### src/rtl/gate_pulse_sequencer_if.sv
// Row request and gate-driver waveform bundle for gate_pulse_sequencer.
// master = row requester (scan engine), slave = sequencer.
interface gate_pulse_sequencer_if #(
  parameter int unsigned ROW_W = 12
);
  logic             row_strobe;
  logic [ROW_W-1:0] row_addr;
  logic             scan_mode;
  logic             gate_stv;
  logic             gate_cpv;
  logic             gate_oe;
  logic             busy;
  logic             row_done;
  logic [ROW_W-1:0] cur_row;

  modport master (
    output row_strobe, row_addr, scan_mode,
    input  gate_stv, gate_cpv, gate_oe, busy, row_done, cur_row
  );

  modport slave (
    input  row_strobe, row_addr, scan_mode,
    output gate_stv, gate_cpv, gate_oe, busy, row_done, cur_row
  );
endinterface

### src/rtl/gate_pulse_sequencer.sv
// Turns row requests into STV/CPV/OE gate-driver waveforms with setup/on/gap timing.
// Optional GATE_FAST_DUMMY_EN: dummy-scan rows (scan_mode=1) use a quarter on-time.
module gate_pulse_sequencer #(
  parameter int unsigned ROW_W = 12,
  parameter int unsigned TW    = 16,
  parameter int unsigned SW    = 8
) (
  input  logic             clk,
  input  logic             rst,
  gate_pulse_sequencer_if.slave bus,
  input  logic [SW-1:0]    cfg_t_setup,
  input  logic [TW-1:0]    cfg_t_on,
  input  logic [SW-1:0]    cfg_t_gap,
  input  logic [ROW_W-1:0] cfg_num_rows,
  output logic             err_overrun,
  output logic             err_seq
);

  localparam int unsigned CW = (TW > SW) ? TW : SW;

  typedef enum logic [2:0] {
    S_IDLE,
    S_SETUP,
    S_ON,
    S_GAP,
    S_DONE
  } state_t;

  state_t           state, state_nxt;
  logic [CW-1:0]    cnt, cnt_nxt;
  logic [TW-1:0]    on_ld_r;
  logic [SW-1:0]    gap_r;
  logic             scan_mode_r;
  logic [ROW_W-1:0] cur_row_r;
  logic [ROW_W:0]   exp_next;
  logic             accept;
  logic             legal;
  logic [CW-1:0]    setup_ext;
  logic [CW-1:0]    setup_ld;
  logic [TW-1:0]    on_src;
  logic [TW-1:0]    on_ld;
  logic             unused_scan_mode;

  assign unused_scan_mode = scan_mode_r;

  // Zero-valued configs behave as one cycle, so loads saturate at 0 instead of wrapping.
  assign setup_ext = CW'(cfg_t_setup);
  assign setup_ld  = (setup_ext == '0) ? '0 : setup_ext - CW'(1);

`ifdef GATE_FAST_DUMMY_EN
  assign on_src = bus.scan_mode ? (cfg_t_on >> 2) : cfg_t_on;
`else
  assign on_src = cfg_t_on;
`endif
  assign on_ld = (on_src == '0) ? '0 : on_src - TW'(1);

  assign legal = (bus.row_addr == '0) ||
                 (({1'b0, bus.row_addr} == exp_next) && (bus.row_addr < cfg_num_rows));

  always_comb begin
    state_nxt    = state;
    cnt_nxt      = cnt;
    accept       = 1'b0;
    bus.gate_stv = 1'b0;
    bus.gate_cpv = 1'b0;
    bus.gate_oe  = 1'b0;
    bus.busy     = 1'b0;
    bus.row_done = 1'b0;
    case (state)
      S_IDLE, S_DONE: begin
        bus.row_done = (state == S_DONE);
        if (bus.row_strobe) begin
          accept    = 1'b1;
          state_nxt = S_SETUP;
          cnt_nxt   = setup_ld;
        end else begin
          state_nxt = S_IDLE;
        end
      end
      S_SETUP: begin
        bus.busy     = 1'b1;
        bus.gate_cpv = 1'b1;
        bus.gate_stv = (cur_row_r == '0);
        if (cnt == '0) begin
          state_nxt = S_ON;
          cnt_nxt   = CW'(on_ld_r);
        end else begin
          cnt_nxt = cnt - CW'(1);
        end
      end
      S_ON: begin
        bus.busy    = 1'b1;
        bus.gate_oe = 1'b1;
        if (cnt == '0) begin
          if (gap_r != '0) begin
            state_nxt = S_GAP;
            cnt_nxt   = CW'(gap_r) - CW'(1);
          end else begin
            state_nxt = S_DONE;
          end
        end else begin
          cnt_nxt = cnt - CW'(1);
        end
      end
      S_GAP: begin
        bus.busy = 1'b1;
        if (cnt == '0) begin
          state_nxt = S_DONE;
        end else begin
          cnt_nxt = cnt - CW'(1);
        end
      end
      default: state_nxt = S_IDLE;
    endcase
  end

  always_ff @(posedge clk) begin
    if (rst) begin
      state       <= S_IDLE;
      cnt         <= '0;
      on_ld_r     <= '0;
      gap_r       <= '0;
      scan_mode_r <= 1'b0;
      cur_row_r   <= '0;
      exp_next    <= '0;
      err_overrun <= 1'b0;
      err_seq     <= 1'b0;
    end else begin
      state <= state_nxt;
      cnt   <= cnt_nxt;
      if (accept) begin
        cur_row_r   <= bus.row_addr;
        scan_mode_r <= bus.scan_mode;
        on_ld_r     <= on_ld;
        gap_r       <= cfg_t_gap;
        exp_next    <= {1'b0, bus.row_addr} + (ROW_W+1)'(1);
        if (!legal) err_seq <= 1'b1;
      end
      if (bus.row_strobe && bus.busy) err_overrun <= 1'b1;
    end
  end

  assign bus.cur_row = cur_row_r;

endmodule

### src/flat_wrapper.sv
// flat-port wrapper written by rule: the top's interface ports become plain ports
module gate_pulse_sequencer_flat 
#(
  parameter int unsigned ROW_W = 12,
  parameter int unsigned TW    = 16,
  parameter int unsigned SW    = 8
)
  (clk, rst, cfg_t_setup, cfg_t_on, cfg_t_gap, cfg_num_rows, err_overrun, err_seq, bus_row_strobe, bus_row_addr, bus_scan_mode, bus_gate_stv, bus_gate_cpv, bus_gate_oe, bus_busy, bus_row_done, bus_cur_row);
  gate_pulse_sequencer_if #(.ROW_W(ROW_W)) bus_i ();
  input  logic clk;
  input  logic rst;
  input  logic [SW-1:0] cfg_t_setup;
  input  logic [TW-1:0] cfg_t_on;
  input  logic [SW-1:0] cfg_t_gap;
  input  logic [ROW_W-1:0] cfg_num_rows;
  output logic err_overrun;
  output logic err_seq;
  input wire logic [$bits(bus_i.row_strobe)-1:0] bus_row_strobe;
  input wire logic [$bits(bus_i.row_addr)-1:0] bus_row_addr;
  input wire logic [$bits(bus_i.scan_mode)-1:0] bus_scan_mode;
  output wire logic [$bits(bus_i.gate_stv)-1:0] bus_gate_stv;
  output wire logic [$bits(bus_i.gate_cpv)-1:0] bus_gate_cpv;
  output wire logic [$bits(bus_i.gate_oe)-1:0] bus_gate_oe;
  output wire logic [$bits(bus_i.busy)-1:0] bus_busy;
  output wire logic [$bits(bus_i.row_done)-1:0] bus_row_done;
  output wire logic [$bits(bus_i.cur_row)-1:0] bus_cur_row;
  assign bus_i.row_strobe = bus_row_strobe;
  assign bus_i.row_addr = bus_row_addr;
  assign bus_i.scan_mode = bus_scan_mode;
  assign bus_gate_stv = bus_i.gate_stv;
  assign bus_gate_cpv = bus_i.gate_cpv;
  assign bus_gate_oe = bus_i.gate_oe;
  assign bus_busy = bus_i.busy;
  assign bus_row_done = bus_i.row_done;
  assign bus_cur_row = bus_i.cur_row;
  gate_pulse_sequencer #(.ROW_W(ROW_W), .TW(TW), .SW(SW)) u_core (.clk(clk), .rst(rst), .bus(bus_i), .cfg_t_setup(cfg_t_setup), .cfg_t_on(cfg_t_on), .cfg_t_gap(cfg_t_gap), .cfg_num_rows(cfg_num_rows), .err_overrun(err_overrun), .err_seq(err_seq));
endmodule
### config.mk
export PLATFORM = sky130hd
export DESIGN_NAME = gate_pulse_sequencer_flat
export DESIGN_NICKNAME = d
export VERILOG_FILES = /design/src/rtl/gate_pulse_sequencer_if.sv /design/src/rtl/gate_pulse_sequencer.sv /design/src/flat_wrapper.sv
export SDC_FILE = /design/constraint.sdc
export NUM_CORES = 1
export LEC_CHECK = 0
export CORE_UTILIZATION = 54
export DETAILED_ROUTE_END_ITERATION = 8
export PLACE_DENSITY_LB_ADDON = 0.15
export SYNTH_ARGS = -nofsm -noshare
export SYNTH_HDL_FRONTEND = slang
export SYNTH_SLANG_ARGS = --single-unit
### constraint.sdc
create_clock -name clk -period 3 [get_ports clk]
set_input_delay 0.6 -clock clk [delete_from_list [all_inputs] [get_ports clk]]
set_output_delay 0.6 -clock clk [all_outputs]
set_load 0.02 [all_outputs]
* Word level (Yosys, flattened, before mapping)
Index checks and enable logic that the tools add are counted.
** Cells by class
- Order comparisons :: 1
- Mux-type cells :: 21
- Reductions and logical operators :: 16
- $add $sub $neg :: 5
- Bitwise operators :: 1
- Equality and inequality tests :: 11
** Operators by type and width (count)
- 16-bit two-way mux :: 7
- 16-bit case mux with 4 select lines :: 1
- 16-bit zero test :: 3
- 16-bit by 1-bit subtractor with 16-bit output, second input constant :: 2
- 12-bit zero test :: 2
- 8-bit by 1-bit subtractor with 9-bit output, second input constant :: 2
- 12-bit by 1-bit adder with 13-bit output, second input constant :: 1
- 12-bit by 13-bit equality test with 1-bit output :: 1
- 12-bit < comparator :: 1
- 3-bit two-way mux :: 4
- 3-bit case mux with 4 select lines :: 1
- 1-bit two-way mux :: 8
- 8-bit nonzero test :: 1
- 3-bit by 2-bit equality test with 1-bit output, second input constant :: 2
- 2-bit by 1-bit inequality test with 1-bit output, second input constant :: 3
- 2-bit inequality test, second input constant :: 2
- 4-bit AND reduction :: 1
- 4-bit nonzero test :: 1
- 3-bit by 1-bit equality test with 1-bit output, second input constant :: 1
- 3-bit equality test, second input constant :: 1
- 3-bit zero test :: 1
- 3-bit inequality test, second input constant :: 1
- 3-bit AND reduction :: 1
- 3-bit OR reduction :: 1
- 5 further kinds :: 6
** Storage, ports and cells
- Output and inout port bits :: 19
- Input port bits :: 60
- Bits in registers :: 70

* Longest topological paths before layout
- Depth after elaboration :: 5
- Depth in mapped cells :: 10
- Mapped depth without buffers :: 8

* Least setup slack after synthesis
OpenSTA, ideal clock, no wires.
- Path type :: input-to-reg
- Start :: input cfg_t_on[8]
- End :: register u_core.on_ld_r[8]
- Library setup time :: 0.128 ns
- Buffers on the path :: 1
- Stages on the path :: 6
- Data required time :: 2.872 ns
- Setup slack :: 0.572 ns
- Data arrival time :: 2.301 ns
- Cells stage by stage :: or4_1 -> or4_1 -> o31a_1 -> clkbuf_1 -> a22oi_1 -> nor2_1
** Between the ends
- Longest elaborated chain between the ends :: 2
** Ends and longest elaborated chain
- start: declaration :: line flat_wrapper.sv:13 : input logic [TW-1:0] cfg_t_on;
- 16-bit by 1-bit subtractor with 16-bit output or 16-bit zero test (tied branches) :: line gate_pulse_sequencer.sv:55 : assign on_ld = (on_src == '0) ? '0 : on_src - TW'(1);
- 16-bit two-way mux * :: line gate_pulse_sequencer.sv:55
- end signal: assignment :: line gate_pulse_sequencer.sv:134 : on_ld_r <= on_ld;
- end: declaration :: line gate_pulse_sequencer.sv:31 : logic [TW-1:0] on_ld_r;
Mark *: on every way between the ends. The rest lies on a longest branch, timed or not.
A chain may end at the register's enable or synchronous reset.

* Worst setup path in the final report
- Start :: register u_core.state[1]
- End :: output bus_gate_stv
** Between the ends
- Longest elaborated chain between the ends :: 2
** Ends and longest elaborated chain
- start: declaration :: line gate_pulse_sequencer.sv:29 : state_t state, state_nxt;
- start signal: assignment :: line gate_pulse_sequencer.sv:129 : state <= state_nxt;
- 3-bit by 1-bit equality test with 1-bit output :: line gate_pulse_sequencer.sv:69 : case (state)
- 1-bit two-way mux :: line gate_pulse_sequencer.sv:69
- end: declaration :: line flat_wrapper.sv:21 : output wire logic [$bits(bus_i.gate_stv)-1:0] bus_gate_stv;
Every way passes these cells.

==> out/qor.csv <==
stage,metric,value,unit
status,outcome,finished clean,
min_path,holdPathStages,2,
synth,synth_top_area_share,0.309,
layout,fillerInstances,686,
floorplan,coreArea,0.00818,sq mm
global_routing,grt_pass1_wl,20500,microns
floorplan,io_pins,79,
layout,diodes,0,
global_routing,grt.total_usage,0.298,
synth,synthAdderAreaFrac,0.0496,
timing,fmax,370,MHz
setup_path,path_cells,nor3_1 -> and4_1 -> clkdlybuf4s50_1,
routing,remaining_drc_errors,0,
floorplan,fp.dieH,93.7,microns
setup_path,r2r_start,u_core.cnt[3]$_SDFFE_PP0P_,
synth,synth_top_family_by_area,simple AND/OR/NAND/NOR gates,
layout,synthToLayoutAreaGrowth,26.0,%
cts,clkTransAtPathRegs,0.08,ns
global_routing,overflow,0,
synth,ys_seq_area_frac,0.309,
setup_path,start_kind,register,
synth,async_flop_share,0,
routing,vias,4618,
global_routing,grt_pass1_vias,4392,
timing,setup_tns,0,ns
setup_path,path_depth,3,
min_path,hold_class,register to register,
cts,insertion_delay,0.35,ns
synth,yosysUniqueCellTypes,66,
power_and_ir_drop,power_leakage,2.29,nW
routing,routedWlPerCell,16.0,microns
synth,synth_area,0.00454,sq mm
routing,viasPerCell,5.92,
synth,synthMuxAreaShare,0.00882,
synth,synth_top_area_cell,dfxtp_1,
routing,drt-initial-drc-count,224,
routing,final_antenna_net_count,0,
setup_path,slowest_stage,clkdlybuf4s50_1,
timing,grt_setup_unrepaired,no,
timing,drv_slew,0,
setup_path,critPathRequiredTime,2.40,ns
cts,cts_tree,built,
timing,worst_pin_slew,0.782,ns
floorplan,die_w,93.7,microns
timing,period_needed,2.70,ns
setup_path,crit_fanout,13,
floorplan,start_util,0.556,
placed_design,gp_congestion,0.923,
global_routing,grt_max_degree,48,
cts,postCtsHoldBufs,0,
synth,synth_compound_area_frac,0.209,
synth,synth_xor_area_frac,0.106,
layout,register_area,0.00140,sq mm
placed_design,post-dp-hpwl,9400,microns
timing,min_period_over_period,0.900,
synth,synth_nets,671,
layout,drive_gt1_frac,0.0815,
cts,cts_resized,0,
cts,cts-root-buf,clkbuf_8,
synth,ys.flop_type,dfxtp_1,
setup_path,crit_start,u_core.state[1]$_SDFFE_PP0P_,
floorplan,die_area,0.00878,sq mm
cts,cts_sinks,70,
power_and_ir_drop,power_density,863,mW/mm^2
synth,synth_most_common_cell,nand2_1,
setup_path,rr_worst_depth,6,
synth,ys_warn_count,0,
timing,hold_violations,0,
synth,synthSimpleGateAreaFrac,0.263,
layout,layout.nets,748,
cts,htreeDepth,3,
global_routing,antenna_found_initial,0,
timing,setup-violations-final,0,
synth,ys_top_cells_by_area,"dfxtp_1 31%, nand2_1 6.7%, xor2_1 5.8%",
synth,synth_commonest_cells,"81 x nand2_1, 70 x dfxtp_1, 52 x nor2_1",
setup_path,r2r_end,u_core.cnt[11]$_SDFFE_PP0P_,
cts,numCtsBuffers,9,
setup_path,endpoint_kind,output port,
setup_path,critPathMaxStageDelay,0.61,ns
timing,skew,0.00803,ns
floorplan,num_rows,33,
run,max_cap_viol_count,0,
setup_path,crit_end,bus_gate_stv,
synth,ys_seq_elements,70,
synth,avgSynthCellArea,7.66,sq um
setup_path,crit_family,simple AND/OR/NAND/NOR gates,
layout,fin_util,0.700,
setup_path,crit_type,register to output port,
placed_design,port_buffers,77,
synth,synth-edff-count,0,
setup_path,r2r_slack,0.48,ns
routing,firstDrtPassIters,5,
layout,multiInputGateArea,0.00290,sq mm
cts,clockBufferDepth,2,
power_and_ir_drop,peakVddDrop,377,uV
setup_path,critPathArrivalTime,2.10,ns
routing,wl,12500,microns
setup_path,crit_buf_inv,1,
synth,synth_cells,593,
cts,cts_setup_buffers,0,
timing,slew_headroom,0.478,
[stage by stage]
stage               instances  area, sq um  setup WS (ns)  hold WS, ns  power, mW
finish                    780         5720          0.300        0.449       4.94
global route              780         5720          0.186        0.498       5.28
CTS                       780         5720          0.303        0.451       4.91
detailed placement        764         5480         0.0234        0.442       3.95
global placement          764         5480         0.0710        0.436       3.90
floorplan                 593         4540          0.572        0.417       3.23
[sequential cells by signal (all words and copies together) (netlist names)]
register / count
u_core.err_overrun: 1
u_core.exp_next: 13
u_core.cnt: 16
u_core.state: 3
u_core.bus.cur_row: 12
u_core.err_seq: 1
u_core.gap_r: 8
u_core.on_ld_r: 16
[final cells by class]
type / count / area share
repair buffers: 100 / 0.164
multi-input cells: 461 / 0.507
flip-flops and latches: 70 / 0.245
inverters: 28 / 0.0184
clock inverters: 6 / 0.0190
clock buffers: 10 / 0.0240
well taps: 105 / 0.0230
[layout by cell type (no fill, tap or decap), types with 18 or more instances in the layout]
| cell type | instances |
|---|---|
| clkdlybuf4s50_1 | 76 |
| ha_1 | 18 |
| dfxtp_1 | 70 |
| xnor2_1 | 25 |
| buf_4 | 23 |
| inv_1 | 27 |
| a21oi_1 | 45 |
| nand2_1 | 81 |
| o21ai_0 | 25 |
| nor2_1 | 52 |
| xor2_1 | 30 |
[routing by layer]
layer  global-route usage  up-vias  wire (microns)
li1                     -     2264               -
met1                0.349     2160            5300
met2                0.533      166            6150
met3               0.0494       28             661
met4                0.127        0             350
met5                    0        -               0
[worst min-delay path by stage]
stage                                        from                                 end
2_1_floorplan     u_core.on_ld_r[11]$_SDFFE_PP0P_     u_core.on_ld_r[11]$_SDFFE_PP0P_
3_3_place_gp      u_core.on_ld_r[11]$_SDFFE_PP0P_     u_core.on_ld_r[11]$_SDFFE_PP0P_
5_1_grt        u_core.bus.cur_row[0]$_SDFFE_PP0P_  u_core.bus.cur_row[0]$_SDFFE_PP0P_
3_5_place_dp       u_core.on_ld_r[7]$_SDFFE_PP0P_      u_core.on_ld_r[7]$_SDFFE_PP0P_
6_report           u_core.on_ld_r[7]$_SDFFE_PP0P_      u_core.on_ld_r[7]$_SDFFE_PP0P_
4_1_cts            u_core.on_ld_r[7]$_SDFFE_PP0P_      u_core.on_ld_r[7]$_SDFFE_PP0P_
[power by group]
| group | switching, mW | internal, mW |
|---|---|---|
| Combinational | 1.54 | 1.10 |
| Sequential | 0.223 | 1.13 |
| Clock | 0.374 | 0.574 |
[tightest hold or removal path, stage by stage, from the launching register on]
cell,delay [ns]
dfxtp_1,0.31
nand2_1,0.05
a21oi_1,0.05
[kinds of logic (layout without fill, tap and decap cells)]
family,count (synthesis),in the layout
and+or+nand+nor,239,239
AOI/OAI and AO/OA,145,145
DFF,70,70
buffers and inverters,62,144
xor gates and xnor gates,55,55
adders and majority gates,18,18
muxes,4,4
Power figures use the tool's default switching activity.
